### config.mk
export PLATFORM = sky130hd
export DESIGN_NAME = imm_gen_pipe
export DESIGN_NICKNAME = d
export VERILOG_FILES = /design/src/rtl/imm_gen_pipe_pkg.sv /design/src/rtl/imm_gen_pipe_fmt.sv /design/src/rtl/imm_gen_pipe.sv
export SDC_FILE = /design/constraint.sdc
export NUM_CORES = 1
export LEC_CHECK = 0
export CORE_AREA = 5 5 111 113
export DETAILED_ROUTE_END_ITERATION = 12
export DIE_AREA = 0 0 116 118
export HOLD_SLACK_MARGIN = 0.15
export PLACE_DENSITY = 0.83
export SKIP_LAST_GASP = 1
export SLEW_MARGIN = 20
export SYNTH_ARGS = -nofsm -noshare
export SYNTH_HDL_FRONTEND = slang
export SYNTH_SLANG_ARGS = --single-unit
### constraint.sdc
create_clock -name clk -period 2.4 [get_ports clk]
set_input_delay 0.36 -clock clk [delete_from_list [all_inputs] [get_ports clk]]
set_output_delay 0.36 -clock clk [all_outputs]
set_load 0.02 [all_outputs]
### src/rtl/imm_gen_pipe_pkg.sv
// Shared definitions for the immediate generator: type encodings, default widths.
// Latency: n/a (definitions only).
// Backpressure: n/a.
package imm_gen_pipe_pkg;

    // Default datapath width; the generator also supports 64.
    localparam int XLEN_DEFAULT = 32;

    // Width of the immediate format selector.
    localparam int TYPE_W = 3;

    // Immediate format encodings.
    localparam logic [TYPE_W-1:0] IMM_R  = 3'd0;
    localparam logic [TYPE_W-1:0] IMM_I  = 3'd1;
    localparam logic [TYPE_W-1:0] IMM_S  = 3'd2;
    localparam logic [TYPE_W-1:0] IMM_B  = 3'd3;
    localparam logic [TYPE_W-1:0] IMM_J  = 3'd4;
    localparam logic [TYPE_W-1:0] IMM_U  = 3'd5;
    localparam logic [TYPE_W-1:0] IMM_Z  = 3'd6;
    localparam logic [TYPE_W-1:0] IMM_SH = 3'd7;

endpackage

### src/rtl/imm_gen_pipe_fmt.sv
// Maps (inst, imm_type) to an XLEN-wide immediate; reusable by any stage.
// Latency: combinational.
// Backpressure: none (no handshake).
module imm_gen_pipe_fmt
    import imm_gen_pipe_pkg::*;
#(
    parameter int XLEN   = XLEN_DEFAULT,
    parameter int TYPE_W = imm_gen_pipe_pkg::TYPE_W
) (
    input  logic [31:0]       inst,
    input  logic [TYPE_W-1:0] imm_type,
    output logic [XLEN-1:0]   imm
);

    // The opcode field never contributes to an immediate.
    logic unused_opcode;
    assign unused_opcode = ^inst[6:0];

    // Build the 32-bit form of each format, then sign- or zero-extend to XLEN.
    always_comb begin
        imm = '0;
        case (imm_type)
            TYPE_W'(IMM_R):  imm = '0;
            TYPE_W'(IMM_I):  imm = XLEN'($signed({{20{inst[31]}}, inst[31:20]}));
            TYPE_W'(IMM_S):  imm = XLEN'($signed({{20{inst[31]}}, inst[31:25], inst[11:7]}));
            TYPE_W'(IMM_B):  imm = XLEN'($signed({{19{inst[31]}}, inst[31], inst[7],
                                                   inst[30:25], inst[11:8], 1'b0}));
            TYPE_W'(IMM_J):  imm = XLEN'($signed({{11{inst[31]}}, inst[31], inst[19:12],
                                                   inst[20], inst[30:21], 1'b0}));
            TYPE_W'(IMM_U):  imm = XLEN'($signed({inst[31:12], 12'h000}));
            TYPE_W'(IMM_Z):  imm = XLEN'(inst[19:15]);
            TYPE_W'(IMM_SH): begin
                // RV64 shift amounts carry one extra bit.
                if (XLEN == 64) imm = XLEN'(inst[25:20]);
                else            imm = XLEN'(inst[24:20]);
            end
            default:         imm = '0;
        endcase
    end

endmodule

### src/rtl/imm_gen_pipe.sv
// Registered immediate generator with a 2-entry skid buffer (M main, K skid); optional IMM_TARGET_EN adds pc+imm.
// Latency: 1 cycle from accept to out_valid; strictly FIFO.
// Backpressure: in_ready drops while K holds a token; flush/rst empty both entries.
module imm_gen_pipe
    import imm_gen_pipe_pkg::*;
#(
    parameter int XLEN   = XLEN_DEFAULT,
    parameter int TYPE_W = imm_gen_pipe_pkg::TYPE_W
) (
    input  logic              clk,
    input  logic              rst,
    input  logic              flush,
    input  logic              in_valid,
    output logic              in_ready,
    input  logic [31:0]       in_inst,
    input  logic [TYPE_W-1:0] in_imm_type,
    input  logic [XLEN-1:0]   in_pc,
    output logic              out_valid,
    input  logic              out_ready,
    output logic [XLEN-1:0]   out_imm,
`ifdef IMM_TARGET_EN
    output logic [XLEN-1:0]   out_target,
`endif
    output logic [31:0]       out_inst
);

    typedef struct packed {
        logic [31:0]     inst;
        logic [XLEN-1:0] imm;
`ifdef IMM_TARGET_EN
        logic [XLEN-1:0] target;
`endif
    } token_t;

    // Encoding is {K.valid, M.valid}, so the valid bits fall straight out of the state.
    typedef enum logic [1:0] {
        ST_EMPTY = 2'b00,
        ST_ONE   = 2'b01,
        ST_TWO   = 2'b11
    } state_t;

    state_t          state, state_nxt;
    token_t          m_tok, k_tok, new_tok;
    logic [XLEN-1:0] new_imm;
    logic            m_vld, k_vld;
    logic            accept, pop;
    logic            m_load_new, m_load_k, k_load_new;

    imm_gen_pipe_fmt #(
        .XLEN   (XLEN),
        .TYPE_W (TYPE_W)
    ) u_fmt (
        .inst     (in_inst),
        .imm_type (in_imm_type),
        .imm      (new_imm)
    );

    assign new_tok.inst = in_inst;
    assign new_tok.imm  = new_imm;
`ifdef IMM_TARGET_EN
    // Target is formed ahead of the register so latency stays at one cycle.
    assign new_tok.target = in_pc + new_imm;
    assign out_target     = m_tok.target;
`else
    logic unused_pc;
    assign unused_pc = ^in_pc;
`endif

    assign m_vld     = state[0];
    assign k_vld     = state[1];
    assign in_ready  = ~rst & ~k_vld;
    assign out_valid = m_vld;
    assign out_imm   = m_tok.imm;
    assign out_inst  = m_tok.inst;

    // Flush drops the same-cycle input outright.
    assign accept = in_valid & in_ready & ~flush;
    assign pop    = out_valid & out_ready;

    // Occupancy state register.
    always_ff @(posedge clk) begin
        if (rst) state <= ST_EMPTY;
        else     state <= state_nxt;
    end

    // Next occupancy and register load steering; flush overrides everything.
    always_comb begin
        state_nxt  = state;
        m_load_new = 1'b0;
        m_load_k   = 1'b0;
        k_load_new = 1'b0;
        case (state)
            ST_EMPTY: begin
                if (accept) begin
                    state_nxt  = ST_ONE;
                    m_load_new = 1'b1;
                end
            end
            ST_ONE: begin
                if (accept && pop) begin
                    m_load_new = 1'b1;
                end else if (accept) begin
                    state_nxt  = ST_TWO;
                    k_load_new = 1'b1;
                end else if (pop) begin
                    state_nxt  = ST_EMPTY;
                end
            end
            ST_TWO: begin
                if (pop) begin
                    state_nxt = ST_ONE;
                    m_load_k  = 1'b1;
                end
            end
            default: state_nxt = ST_EMPTY;
        endcase
        if (flush) state_nxt = ST_EMPTY;
    end

    // Token storage; cleared on reset so outputs read zero while rst is held.
    always_ff @(posedge clk) begin
        if (rst) begin
            m_tok <= '0;
            k_tok <= '0;
        end else begin
            if (m_load_new)    m_tok <= new_tok;
            else if (m_load_k) m_tok <= k_tok;
            if (k_load_new)    k_tok <= new_tok;
        end
    end

endmodule
==> results.sh, run 1 <==
export IMPL_status="completed"
export IMPL_regArea_um2=2600
export IMPL_firstDrtPassIters=6
export IMPL_maxCapViolations=0
export IMPL_setup_viol=0
export IMPL_criticalPathCategory="flip-flop to flip-flop"
export IMPL_die_width_um=116
export IMPL_cts_repair_resized=0
export IMPL_hold_viol=0
export IMPL_r2r_slack_ns=0.26
export IMPL_grt_pass1_vias=5284
export IMPL_wl_met2_um=8030
export IMPL_ys_types=45
export IMPL_worst_pin_slew_ns=0.720
export IMPL_routed_top_layer="met5"
export IMPL_cts_tree="built"
export IMPL_setup_worst_path_end_class="flip-flop"
export IMPL_wl_per_cell_um=18.5
export IMPL_nets=779
export IMPL_peakVddDrop_uv=452
export IMPL_ant_nets=0
export IMPL_leakagePower_nw=2.62
export IMPL_multi_input_area_um2=2400
export IMPL_drt_met1_wl_um=5970
export IMPL_numCtsBuffers=17
export IMPL_rr_startpoint="state[1]"
export IMPL_yosys_register_bits=130
export IMPL_min_path_type="primary input to flip-flop"
export IMPL_grt_max_degree=63
export IMPL_drt_initial_drc_count=648
export IMPL_clk_latency_ns=0.41
export IMPL_h_tree_depth=4
export IMPL_postCtsHoldBufs=0
export IMPL_overflow=0
export IMPL_fin_crit_sh_pct=89.3
export IMPL_io_pins=138
export IMPL_synth_area_leader_cell="dfxtp_1"
export IMPL_cts_sinks=130
export IMPL_power_mw=5.68
export IMPL_area_growth_pct=37.0
export IMPL_synth_fp_nets=685
export IMPL_die_area_um2=13700
export IMPL_port_buffers=105
export IMPL_slew_headroom_pct=51.8
export IMPL_hold_depth=3
export IMPL_wl_met3_um=1420
export IMPL_critPathMaxFanout=43
export IMPL_n_antenna_cell=0
export IMPL_yosys_warnings=0
export IMPL_fillers=872
export IMPL_drc_errors=0
export IMPL_synth_top_area_share_pct=49.6
export IMPL_synthTopCellsByArea="dfxtp_1 50%, a222oi_1 7.8%, nand2_1 5.9%, nor2_1 5.7%, a21oi_1 5.4%"
export IMPL_syn_inst=609
export IMPL_die_height_um=118
export IMPL_setup_slack_ns=0.256
export IMPL_async_flop_share_pct=0
export IMPL_hpwlAfterDp_um=10500
export IMPL_min_from="rst"
export IMPL_maxSlewViolCount=0
export IMPL_synth_edff_count=0
export IMPL_root_buffer="clkbuf_16"
export IMPL_post_cts_setup_buffers=0
export IMPL_syn_area_um2=5250
export IMPL_vias_per_cell=6.10
export IMPL_ys_seq_area_share_pct=49.6
export IMPL_synth_top_flop_cell="dfxtp_1"
export IMPL_crit_start="state[1]"
export IMPL_routabilityCongestion=0.868
export IMPL_worst_ep_required_time_ns=2.67
export IMPL_grt_total_usage_pct=23.6
export IMPL_drt_wl_total_um=15900
export IMPL_rr_worst_depth=5
export IMPL_core_area_um2=11200
export IMPL_clock_path_buffers=2
export IMPL_fmax_ghz=0.466
export IMPL_vias=5237
export IMPL_period_minus_slack_ns=2.14
export IMPL_drive_gt1_share_pct=9.22
export IMPL_antenna_found_initial=1
export IMPL_skew_ns=0.0105
export IMPL_start_util_pct=46.8
export IMPL_dp_slack_ns=-0.137
export IMPL_min_to="k_tok[62]"
export IMPL_synth_area_per_cell_um2=8.62
export IMPL_whs_ns=0.418
export IMPL_totalNegativeSetupSlack_ns=0
export IMPL_rows=39
export IMPL_cp_start_kind="flip-flop"
export IMPL_r2r_end="out_inst[17]"
export IMPL_grt_setup_unrepaired="false"
export IMPL_clk_pin_slew_ns=0.06
export IMPL_p_per_area_nw_per_um2=790
export IMPL_grt_pass1_wl_um=25900
export IMPL_cp_arrival_ns=2.41
[metrics by stage]
stage / std cells / util [%] / instance area (µm²)
after CTS: 859 / 63.9 / 7180
after floorplan: 609 / - / 5250
after detailed placement: 827 / 57.8 / 6490
after global routing: 859 / 64.0 / 7190
final: 859 / 64.0 / 7190
after global placement: 827 / 57.8 / 6490
[flip-flops by register name (all words and copies together) (netlist names)]
signal	cells
out_inst	32
state	2
k_tok	64
out_imm	32
[cell families after synthesis]
| group | Yosys count | share of synthesized area [%] |
|---|---|---|
| flip-flops | 130 | 49.6 |
| XOR/XNOR | 2 | 0.334 |
| adder cells (fa/ha/maj) | 4 | 0.954 |
| AO/OA/AOI/OAI | 164 | 22.6 |
| buffers and inverters | 61 | 5.17 |
| multiplexers | 1 | 0.191 |
| AND/OR/NAND/NOR | 247 | 21.2 |
[worst max-delay path: stages (launching register included)]
cell	delay, ns
dfxtp_1	0.37
or4b_1	0.65
o21ba_2	0.29
buf_12	0.18
a222oi_1	0.39
nor2_1	0.09
[cell usage in the layout, fill, tap and decap left out, drive strengths merged, types with 14 or more instances in the layout]
cell type | synthesis | final
dfxtp | 130 | 130
nor2 | 80 | 80
nand2 | 83 | 83
a22oi | 15 | 15
a21oi | 57 | 57
o21ai | 14 | 14
and3 | 24 | 24
buf | 17 | 27
a222oi | 41 | 41
nor3 | 38 | 38
clkbuf | 39 | 20
clkdlybuf4s50 | 0 | 104
[report_power, final]
group / leakage (nW) / switching (mW) / internal, mW
sequential: 1.05 / 0.0263 / 2.20
clock: 0.331 / 0.971 / 2.01
combinational: 1.24 / 0.262 / 0.211
total: 2.62 / 1.26 / 4.42
[cell usage after synthesis, types with 2 or more instances]
master,n
dfxtp_1,130
nand2_1,83
nor2_1,79
a21oi_1,57
a222oi_1,41
clkbuf_1,39
nor3_1,38
and3_1,24
a22oi_1,15
o21ai_0,9
a221o_1,8
o2bb2ai_1,8
buf_2,7
buf_1,5
nor3b_1,5
o21ai_1,5
buf_6,4
ha_1,4
inv_1,4
nor4_1,4
o22ai_1,4
o31ai_1,4
nand2b_1,3
o21a_1,3
a211oi_1,2
a31oi_1,2
nand3_1,2
nor2b_1,2
xor2_1,2
[area by class of cell]
type                    count  share of cell area [%]
flip-flops and latches    130                    36.2
multi-input cells         418                    33.4
repair buffers            131                    18.2
clock buffers              20                    6.35
clock inverters            12                    3.17
well taps                 143                    2.49
inverters                   5                   0.261
[how the worst max path moves through the flow]
stage / endpoint / slack, ns / cells after the start
floorplan: out_imm[0] / 0.39 / 6
global placement: out_inst[18] / 0.02 / 6
detailed placement: out_inst[20] / -0.14 / 6
CTS: out_imm[5] / 0.06 / 6
global route: out_inst[31] / 0.10 / 7
finish: out_inst[17] / 0.26 / 5
[per-layer routing]
| metal | GRT usage, % | vias up |
|---|---|---|
| li1 | - | 2411 |
| met1 | 27.1 | 2498 |
| met2 | 40.0 | 275 |
| met3 | 7.20 | 51 |
| met4 | 9.86 | 2 |
| met5 | 0 | - |
No activity file was read; power rests on OpenSTA's default activity.
==> inputs of run 2 (changes only) <==
- MAX_ROUTING_LAYER: default -> met4
==> run 2 against run 1 <==
Sequential share of layout area about the same. Clock skew about the same. Critical path depth unchanged. Total power about the same. Fmax about the same. Cell area about the same. Largest cell class unchanged. Combinational power about the same. Clock power about the same. Hold slack better by 0.0021 ns. Count of clock-buffer cells in the layout unchanged. Critical path type unchanged. Non-clock buffer count unchanged. Wire length up 0.44%.
==> results.sh, run 2 (synthesis results as in run 1) <==
export IMPL_overflow=0
export IMPL_period_minus_slack_ns=2.14
export IMPL_cts_tree="built"
export IMPL_io_pins=138
export IMPL_worst_pin_slew_ns=0.730
export IMPL_drive_gt1_share_pct=9.22
export IMPL_fin_util_pct=64.1
export IMPL_antenna_found_initial=1
export IMPL_r2r_slack_ns=0.26
export IMPL_setup_viol=0
export IMPL_rows=39
export IMPL_cpMaxStageDelayCell="or4b_1"
export IMPL_grt_pass1_wl_um=25900
export IMPL_core_area_um2=11200
export IMPL_grt_total_usage_pct=24.2
export IMPL_h_tree_depth=4
export IMPL_p_per_area_nw_per_um2=791
export IMPL_hold_viol=0
export IMPL_maxSlewViolCount=0
export IMPL_path_delay_family="simple AND/OR/NAND/NOR gates"
export IMPL_rr_startpoint="state[1]"
export IMPL_drc_errors=0
export IMPL_largest_reg_flops=64
export IMPL_drt_wl_total_um=16000
export IMPL_layout_common_cells="130 x dfxtp_1, 104 x clkdlybuf4s50_1, 83 x nand2_1"
export IMPL_crit_chain="or4b_1 -> o21ba_2 -> buf_12 -> a222oi_1 -> nor2_1"
export IMPL_skew_ns=0.0101
export IMPL_clk_pin_slew_ns=0.06
export IMPL_nets=779
export IMPL_regArea_um2=2600
export IMPL_grt_max_degree=63
export IMPL_wl_per_cell_um=18.6
export IMPL_criticalPathCategory="flip-flop to flip-flop"
export IMPL_path_buf_inv=1
export IMPL_r2r_end="out_imm[16]"
export IMPL_multi_input_area_um2=2400
export IMPL_vias=5233
export IMPL_area_growth_pct=37.0
export IMPL_leakagePower_nw=2.62
export IMPL_maxCapViolations=0
export IMPL_status="completed"
export IMPL_fmax_ghz=0.467
export IMPL_grt_setup_unrepaired="false"
export IMPL_layout_commonest_cell="dfxtp_1"
export IMPL_min_path_type="primary input to flip-flop"
export IMPL_min_from="rst"
export IMPL_die_width_um=116
export IMPL_root_buffer="clkbuf_16"
export IMPL_port_buffers=105
export IMPL_post_cts_setup_buffers=0
export IMPL_ant_nets=0
export IMPL_worst_ep_required_time_ns=2.68
export IMPL_rr_worst_depth=5
export IMPL_min_to="k_tok[62]"
export IMPL_die_height_um=118
export IMPL_drt_initial_drc_count=787
export IMPL_critPathMaxFanout=43
export IMPL_cp_arrival_ns=2.42
export IMPL_fin_crit_sh_pct=89.3
export IMPL_numCtsBuffers=17
export IMPL_start_util_pct=46.8
export IMPL_vias_per_cell=6.08
export IMPL_critical_path_max_stage_delay_ns=0.65
export IMPL_clock_path_buffers=2
export IMPL_cp_start_kind="flip-flop"
export IMPL_hold_depth=3
export IMPL_hpwlAfterDp_um=10500
export IMPL_cts_sinks=130
export IMPL_power_mw=5.69
export IMPL_firstDrtPassIters=6
export IMPL_largest_register="k_tok"
export IMPL_clk_latency_ns=0.42
export IMPL_peakVddDrop_uv=444
export IMPL_setup_worst_path_end_class="flip-flop"
export IMPL_die_area_um2=13700
export IMPL_fillers=873
export IMPL_slew_headroom_pct=51.2
export IMPL_grt_pass1_vias=5287
export IMPL_routabilityCongestion=0.882
[run 2: cell count changes in the layout (fill, tap and decap cells not counted), sizes merged]
cell / delta
diode: +1
[run 2: final cells by class]
type / instances / share of cell area, %
multi-input combinational: 418 / 33.3
inverter: 5 / 0.261
timing repair buffer: 131 / 18.2
sequential: 130 / 36.2
clock inverter: 12 / 3.17
tap: 143 / 2.49
antenna: 1 / 0.0348
clock buffer: 20 / 6.35
[run 2: through the flow]
stage,hold WS (ns),cell area (µm²),cells,setup WS [ns],setup TNS [ns]
finish,0.420,7190,860,0.256,0
global route,0.440,7190,860,0.0983,0
detailed placement,0.447,6490,827,-0.137,-1.44
CTS,0.403,7180,859,0.0552,0
global placement,0.441,6490,827,0.0207,0
floorplan,0.436,5250,609,0.386,0
[run 2: worst reg2reg max path: stages (launching register included)]
cell      delay (ns)
dfxtp_1         0.37
or4b_1          0.65
o21ba_2         0.29
buf_12          0.18
a222oi_1        0.44
nor2_1          0.08
[run 2: power breakdown]
| group | switching [mW] | internal (mW) |
|---|---|---|
| sequential | 0.0265 | 2.20 |
| clock | 0.977 | 2.01 |
| combinational | 0.262 | 0.211 |
| total | 1.27 | 4.42 |
[run 2: worst max-delay path by stage]
| stage | from | endpoint | slack [ns] | cells past startpoint |
|---|---|---|---|---|
| final | state[1] | out_imm[16] | 0.26 | 5 |
| after global routing | state[0] | out_inst[31] | 0.1 | 7 |
| after global placement | in_valid | out_inst[18] | 0.02 | 6 |
| after floorplan | state[0] | out_imm[0] | 0.39 | 6 |
| after detailed placement | in_valid | out_inst[20] | -0.14 | 6 |
| after CTS | state[0] | out_imm[5] | 0.06 | 6 |
[run 2: repair_timing]
action                                  in CTS  in global routing
hold buffers                                 0                  0
gates resized for setup                      0                  1
endpoints found under the setup margin       0                  7
[run 2: metal layers]
metal  routed length, µm  vias up  global-route usage [%]
met5                   0        -                       -
li1                    -     2420                       -
met2                8060      278                    40.2
met1                5980     2487                    27.2
met4                 527        0                    9.86
met3                1440       48                    6.74
